**config.mk**
```make
export PLATFORM = sky130hd
export DESIGN_NAME = fifo_write_arbiter_flat
export DESIGN_NICKNAME = d
export VERILOG_FILES = /design/src/rtl/fifo_write_arbiter_if.sv /design/src/rtl/fifo_write_arbiter.sv /design/src/flat_wrapper.sv
export SDC_FILE = /design/constraint.sdc
export NUM_CORES = 1
export LEC_CHECK = 0
export CAP_MARGIN = 20
export CORE_MARGIN = 2
export CORE_UTILIZATION = 42
export DETAILED_ROUTE_END_ITERATION = 12
export GPL_ROUTABILITY_DRIVEN = 0
export PLACE_DENSITY = 0.89
export SLEW_MARGIN = 20
export SYNTH_ARGS = -nofsm -noshare
export SYNTH_HDL_FRONTEND = slang
export SYNTH_SLANG_ARGS = --single-unit
```
**constraint.sdc**
```tcl
create_clock -name iClk -period 5.4 [get_ports iClk]
set_input_delay 1.08 -clock iClk [delete_from_list [all_inputs] [get_ports iClk]]
set_output_delay 1.08 -clock iClk [all_outputs]
set_load 0.01 [all_outputs]
```
**src/rtl/fifo_write_arbiter_if.sv**
```systemverilog
// Producer-side and FIFO-side signals of the write-port arbiter.
// The arbiter uses the master view. Producers and the FIFO use the slave view.
interface fifo_write_arbiter_if #(
    parameter int pReqNum   = 4,
    parameter int pBitWidth = 24,
    parameter int pLenWidth = 8
);
    logic [pReqNum-1:0]           iReq;
    logic [pReqNum*pLenWidth-1:0] iLen;
    logic [pReqNum*pBitWidth-1:0] iWD;
    logic [pReqNum-1:0]           oGnt;
    logic [pReqNum-1:0]           oAck;
    logic [pReqNum-1:0]           oDone;
    logic [pBitWidth-1:0]         oFifoWD;
    logic                         oFifoWE;
    logic                         iFifoFull;

    modport master (
        input  iReq, iLen, iWD, iFifoFull,
        output oGnt, oAck, oDone, oFifoWD, oFifoWE
    );

    modport slave (
        output iReq, iLen, iWD, iFifoFull,
        input  oGnt, oAck, oDone, oFifoWD, oFifoWE
    );
endinterface

```
**src/rtl/fifo_write_arbiter.sv**
```systemverilog
// Round-robin burst arbiter that shares the FIFO write port among several producers.
// It grants one producer at a time and streams its burst into the FIFO, stalling while the FIFO is full.
module fifo_write_arbiter #(
    parameter int pReqNum   = 4,
    parameter int pBitWidth = 24,
    parameter int pLenWidth = 8
) (
    input logic                  iClk,
    input logic                  iRst,
    fifo_write_arbiter_if.master bus
);
    localparam int cIdxW = (pReqNum > 1) ? $clog2(pReqNum) : 1;

    localparam logic [1:0] S_IDLE  = 2'd0;
    localparam logic [1:0] S_BURST = 2'd1;
    localparam logic [1:0] S_DONE  = 2'd2;

    localparam logic [cIdxW-1:0]   cLastInit = cIdxW'(pReqNum - 1);
    localparam logic [pReqNum-1:0] cOneHot0  = {{(pReqNum-1){1'b0}}, 1'b1};

    logic [1:0]           r_state;
    logic [cIdxW-1:0]     r_gntIdx;
    logic [cIdxW-1:0]     r_last;
    logic [pLenWidth-1:0] r_cnt;
    logic [pReqNum-1:0]   r_gnt;
    logic [pReqNum-1:0]   r_done;
    logic [pBitWidth-1:0] r_fifoWD;
    logic                 r_fifoWE;

    logic [pLenWidth-1:0] w_lenArr [pReqNum];
    logic [pBitWidth-1:0] w_wdArr  [pReqNum];
    logic [cIdxW-1:0]     w_sel;
    logic [cIdxW-1:0]     w_cand;
    logic                 w_xfer;

    for (genvar k = 0; k < pReqNum; k++) begin : g_slice
        assign w_lenArr[k] = bus.iLen[k*pLenWidth +: pLenWidth];
        assign w_wdArr[k]  = bus.iWD[k*pBitWidth +: pBitWidth];
    end

    // Scan from farthest to nearest after r_last so that the nearest asserted requester is selected.
    always_comb begin
        w_sel  = r_last;
        w_cand = r_last;
        for (int i = pReqNum; i >= 1; i--) begin
            w_cand = cIdxW'((int'(r_last) + i) % pReqNum);
            if (bus.iReq[w_cand]) begin
                w_sel = w_cand;
            end
        end
    end

    assign w_xfer = ~bus.iFifoFull;

    assign bus.oAck    = ((r_state == S_BURST) && w_xfer) ? r_gnt : '0;
    assign bus.oGnt    = r_gnt;
    assign bus.oDone   = r_done;
    assign bus.oFifoWD = r_fifoWD;
    assign bus.oFifoWE = r_fifoWE;

    always_ff @(posedge iClk or negedge iRst) begin
        if (!iRst) begin
            r_state  <= S_IDLE;
            r_gntIdx <= '0;
            r_last   <= cLastInit;
            r_cnt    <= '0;
            r_gnt    <= '0;
            r_done   <= '0;
            r_fifoWD <= '0;
            r_fifoWE <= 1'b0;
        end else begin
            r_done   <= '0;
            r_fifoWE <= 1'b0;
            case (r_state)
                S_IDLE: begin
                    if (|bus.iReq) begin
                        r_gntIdx <= w_sel;
                        r_cnt    <= w_lenArr[w_sel];
                        r_gnt    <= cOneHot0 << w_sel;
                        r_state  <= S_BURST;
                    end
                end
                S_BURST: begin
                    if (w_xfer) begin
                        r_fifoWD <= w_wdArr[r_gntIdx];
                        r_fifoWE <= 1'b1;
                        r_cnt    <= r_cnt - 1'b1;
                        // A zero count means this is the last word, so the counter never has to reach 2^pLenWidth.
                        if (r_cnt == '0) begin
                            r_state <= S_DONE;
                            r_gnt   <= '0;
                            r_done  <= r_gnt;
                            r_last  <= r_gntIdx;
                        end
                    end
                end
                S_DONE: begin
                    r_state <= S_IDLE;
                end
                default: begin
                    r_state <= S_IDLE;
                end
            endcase
        end
    end
endmodule
```
**src/flat_wrapper.sv**
```systemverilog
// flat-port wrapper written by rule: the top's interface ports become plain ports
module fifo_write_arbiter_flat 
#(
    parameter int pReqNum   = 4,
    parameter int pBitWidth = 24,
    parameter int pLenWidth = 8
)
  (iClk, iRst, bus_iReq, bus_iLen, bus_iWD, bus_iFifoFull, bus_oGnt, bus_oAck, bus_oDone, bus_oFifoWD, bus_oFifoWE);
  fifo_write_arbiter_if #(.pReqNum(pReqNum), .pBitWidth(pBitWidth), .pLenWidth(pLenWidth)) bus_i ();
  input logic iClk;
  input logic iRst;
  input wire logic [$bits(bus_i.iReq)-1:0] bus_iReq;
  input wire logic [$bits(bus_i.iLen)-1:0] bus_iLen;
  input wire logic [$bits(bus_i.iWD)-1:0] bus_iWD;
  input wire logic [$bits(bus_i.iFifoFull)-1:0] bus_iFifoFull;
  output wire logic [$bits(bus_i.oGnt)-1:0] bus_oGnt;
  output wire logic [$bits(bus_i.oAck)-1:0] bus_oAck;
  output wire logic [$bits(bus_i.oDone)-1:0] bus_oDone;
  output wire logic [$bits(bus_i.oFifoWD)-1:0] bus_oFifoWD;
  output wire logic [$bits(bus_i.oFifoWE)-1:0] bus_oFifoWE;
  assign bus_i.iReq = bus_iReq;
  assign bus_i.iLen = bus_iLen;
  assign bus_i.iWD = bus_iWD;
  assign bus_i.iFifoFull = bus_iFifoFull;
  assign bus_oGnt = bus_i.oGnt;
  assign bus_oAck = bus_i.oAck;
  assign bus_oDone = bus_i.oDone;
  assign bus_oFifoWD = bus_i.oFifoWD;
  assign bus_oFifoWE = bus_i.oFifoWE;
  fifo_write_arbiter #(.pReqNum(pReqNum), .pBitWidth(pBitWidth), .pLenWidth(pLenWidth)) u_core (.iClk(iClk), .iRst(iRst), .bus(bus_i));
endmodule
```
==> metrics.txt <==
outcome finished, final reports clean; post-synthesis sequential area ratio 39.5%; met1 Usage GRT 27.2%; setup TNS 0 ns; met2 Usage GRT 46.8%; asr flop ratio synth 100%; Leak 1.88 nW; min Tclk post-route 3.58 ns; clk_lat worst skew 0.30 ns; Final setup viols 0; largest net degree at the start of global routing 48; fmax 279 MHz; Pins Over Slew Limit 0; drt first pass iters 4; Syn. warnings 0; nets 555; Worst Setup Start Kind input pin; Die H 88.2 µm; synth top area cells dfrtp_1, mux4_2, mux2_2; met3 GRT Util 5.88%; max cap viols 0; CTS resizes 0; setup slack at placement 1.82 ns; number of synthesized flops with an enable pin 0; Ant. Diodes 0; Worst IR Drop VDD 0.210 mV; adder-cell share of the synthesized area 0.420%; ratio of final minimum period to clock period 66.4%; most frequent cells in the layout clkdlybuf4s50_1, dfrtp_1, mux2_2; maximum buffer depth of the clock tree 2; chip width 88.2 µm; CTS hold repair buffers 0; core area 0.00683 mm²; fraction of layout cells with a size suffix above 1 17.1%; Syn Area/Cell 11.7 µm²; Top Usage Layer GRT met2; Setup Fix Bufs, Post-CTS 0; GRT Total Usage 25.3%; Hold Fails Final Rpt 0; Worst Path Required 4.32 ns; wire per inst 19.2 µm; area delta synth->final 63.4%; I/O Buffers 171; Post-Route Utilization 71.3%; Boundary Pins 172; RSZ-0062 raised after global routing no; mux share of post-synthesis cell area 28.3%; complex-gate fraction of the synthesized area 14.4%; Hold Crit Class reg -> reg; 1st-iter DRT viols 143; largest family of logic cells by synthesized area multiplexers; # rows 30; initial antenna violation count 0; pwr dens 411 mW/mm²; xor/xnor share of the synthesized area 0%; Sink Count 47; Distinct cells, synth 52; max incr delay on CP 0.53 ns; crit-path cells clkdlybuf4s50_1 -> nor2_2 -> and2_1 -> clkdlybuf4s50_1; critical path arrival 2.50 ns; DR DRC count 0; CTS tree done; Routed Antenna Nets 0; multi-input logic area 0.00171 mm²; Fin Clk Skew 0.00514 ns; Avg Vias per Cell 5.72; DR vias 2951; Synth top area share 37.8%; Clock Pin Slew Worst Setup and Hold Paths 0.08 ns; Synth area leader dfrtp_1; CTS root buffer clkbuf_8; Worst slew margin 25.2%; most common cell after layout, fill and taps aside clkdlybuf4s50_1; #FFs+latches synth 47; first-pass GRT wire length 15100 µm; final wirelength 9920 µm; predominant post-synthesis flop cell dfrtp_1; fin worst setup slack 1.82 ns; H-tree levels 2; Layout fillers 502; sequential standard cell area 0.00118 mm²; CP endpoint kind output pin; Syn Inst Count 255; Syn Nets 391; CP bufs+invs 2; GRT overflow 0; Setup Crit Path Kind in -> out; Most common cell on crit path clkdlybuf4s50_1; hpwl dp 7960 µm; worst-margin pin slew 1.12 ns; Worst path slowest cell clkdlybuf4s50_1; worst-path maximum fanout 5; Crit path max-delay family buffers and inverters; Num CTS Buffers 5; Syn Std Cell Area 0.00298 mm²; Initial Util 43.6%; Post-Synth Simple-Gate Area 14.2%; vias in the first global route 3045; Die Area 0.00779 mm²
-- logic make-up (layout without fill, tap and decap cells) --
group           after synthesis  after routing
simple gates                 74             74
compound gates               60             60
mux                          51             51
flops                        47             47
buf+inv                      22            187
fa+ha+maj                     1              1
-- metal layers --
metal	vias up	routed length (µm)
met2	180	5020
met4	0	411
met5	-	0
met1	1409	3490
met3	32	1000
li1	1330	-
-- cell usage after synthesis, types with 2 or more instances --
cell type,count
o31ai_1,6
a211oi_1,2
nor2_1,11
dfstp_2,2
o32ai_1,2
clkbuf_1,9
dfrtp_1,45
nand3_1,7
and2_1,11
mux4_2,24
or3_1,2
a31oi_1,4
nor4_1,3
a21oi_1,8
nand2b_1,5
and4_1,2
o21ai_0,9
o31a_1,3
nand2_1,11
or2_2,2
buf_2,5
a211o_1,3
nor3_1,6
inv_1,6
mux2_2,26
o22ai_1,5
a221oi_1,5
nand4_1,5
a21o_1,3
-- where the power goes --
group	switching (mW)	leakage, nW	internal (mW)
registers	0.140	0.566	0.499
logic	0.464	1.25	0.644
clock network	0.118	0.0581	0.138
total	0.721	1.88	1.28
-- through the flow --
stage / instances / power [mW] / hold slack (ns) / instance area [µm²]
2_1_floorplan: 255 / 1.25 / 0.550 / 2980
6_report: 516 / 2.00 / 0.514 / 4870
4_1_cts: 516 / 2.01 / 0.515 / 4870
3_5_place_dp: 508 / 1.75 / 0.495 / 4750
3_3_place_gp: 508 / 1.72 / 0.489 / 4750
5_1_grt: 516 / 2.13 / 0.528 / 4870
-- cell type report --
cell class / instances / area share [%]
timing repair buffer: 173 / 35.4
multi-input combinational: 186 / 35.1
sequential: 47 / 24.2
tap: 96 / 2.47
clock buffer: 5 / 1.41
clock inverter: 3 / 0.899
inverter: 6 / 0.462
-- final timing paths --
path | start | to | slack (ns) | depth (start not counted)
setup / recovery | bus_iFifoFull | bus_oAck[1] | 1.82 | 4
hold / removal | u_core.bus.oFifoWD[6] | u_core.bus.oFifoWD[6] | 0.51 | 1
setup reg to reg | u_core.r_state[1] | u_core.r_last[0] | 2.78 | 5
hold reg to reg | u_core.bus.oFifoWD[6] | u_core.bus.oFifoWD[6] | 0.51 | 1
max in group asynchronous | iRst | u_core.bus.oFifoWD[2] | 4.22 | 1
min in group asynchronous | iRst | u_core.bus.oFifoWD[8] | 0.77 | 1
-- sequential cells by signal (all words and copies together), names as in the netlist --
name	flops
u_core.bus.oGnt	4
u_core.bus.oFifoWE	1
u_core.bus.oDone	4
u_core.r_last	2
u_core.r_state	2
u_core.bus.oFifoWD	24
u_core.r_gntIdx	2
u_core.r_cnt	8
(Power assumes the default switching activity.)
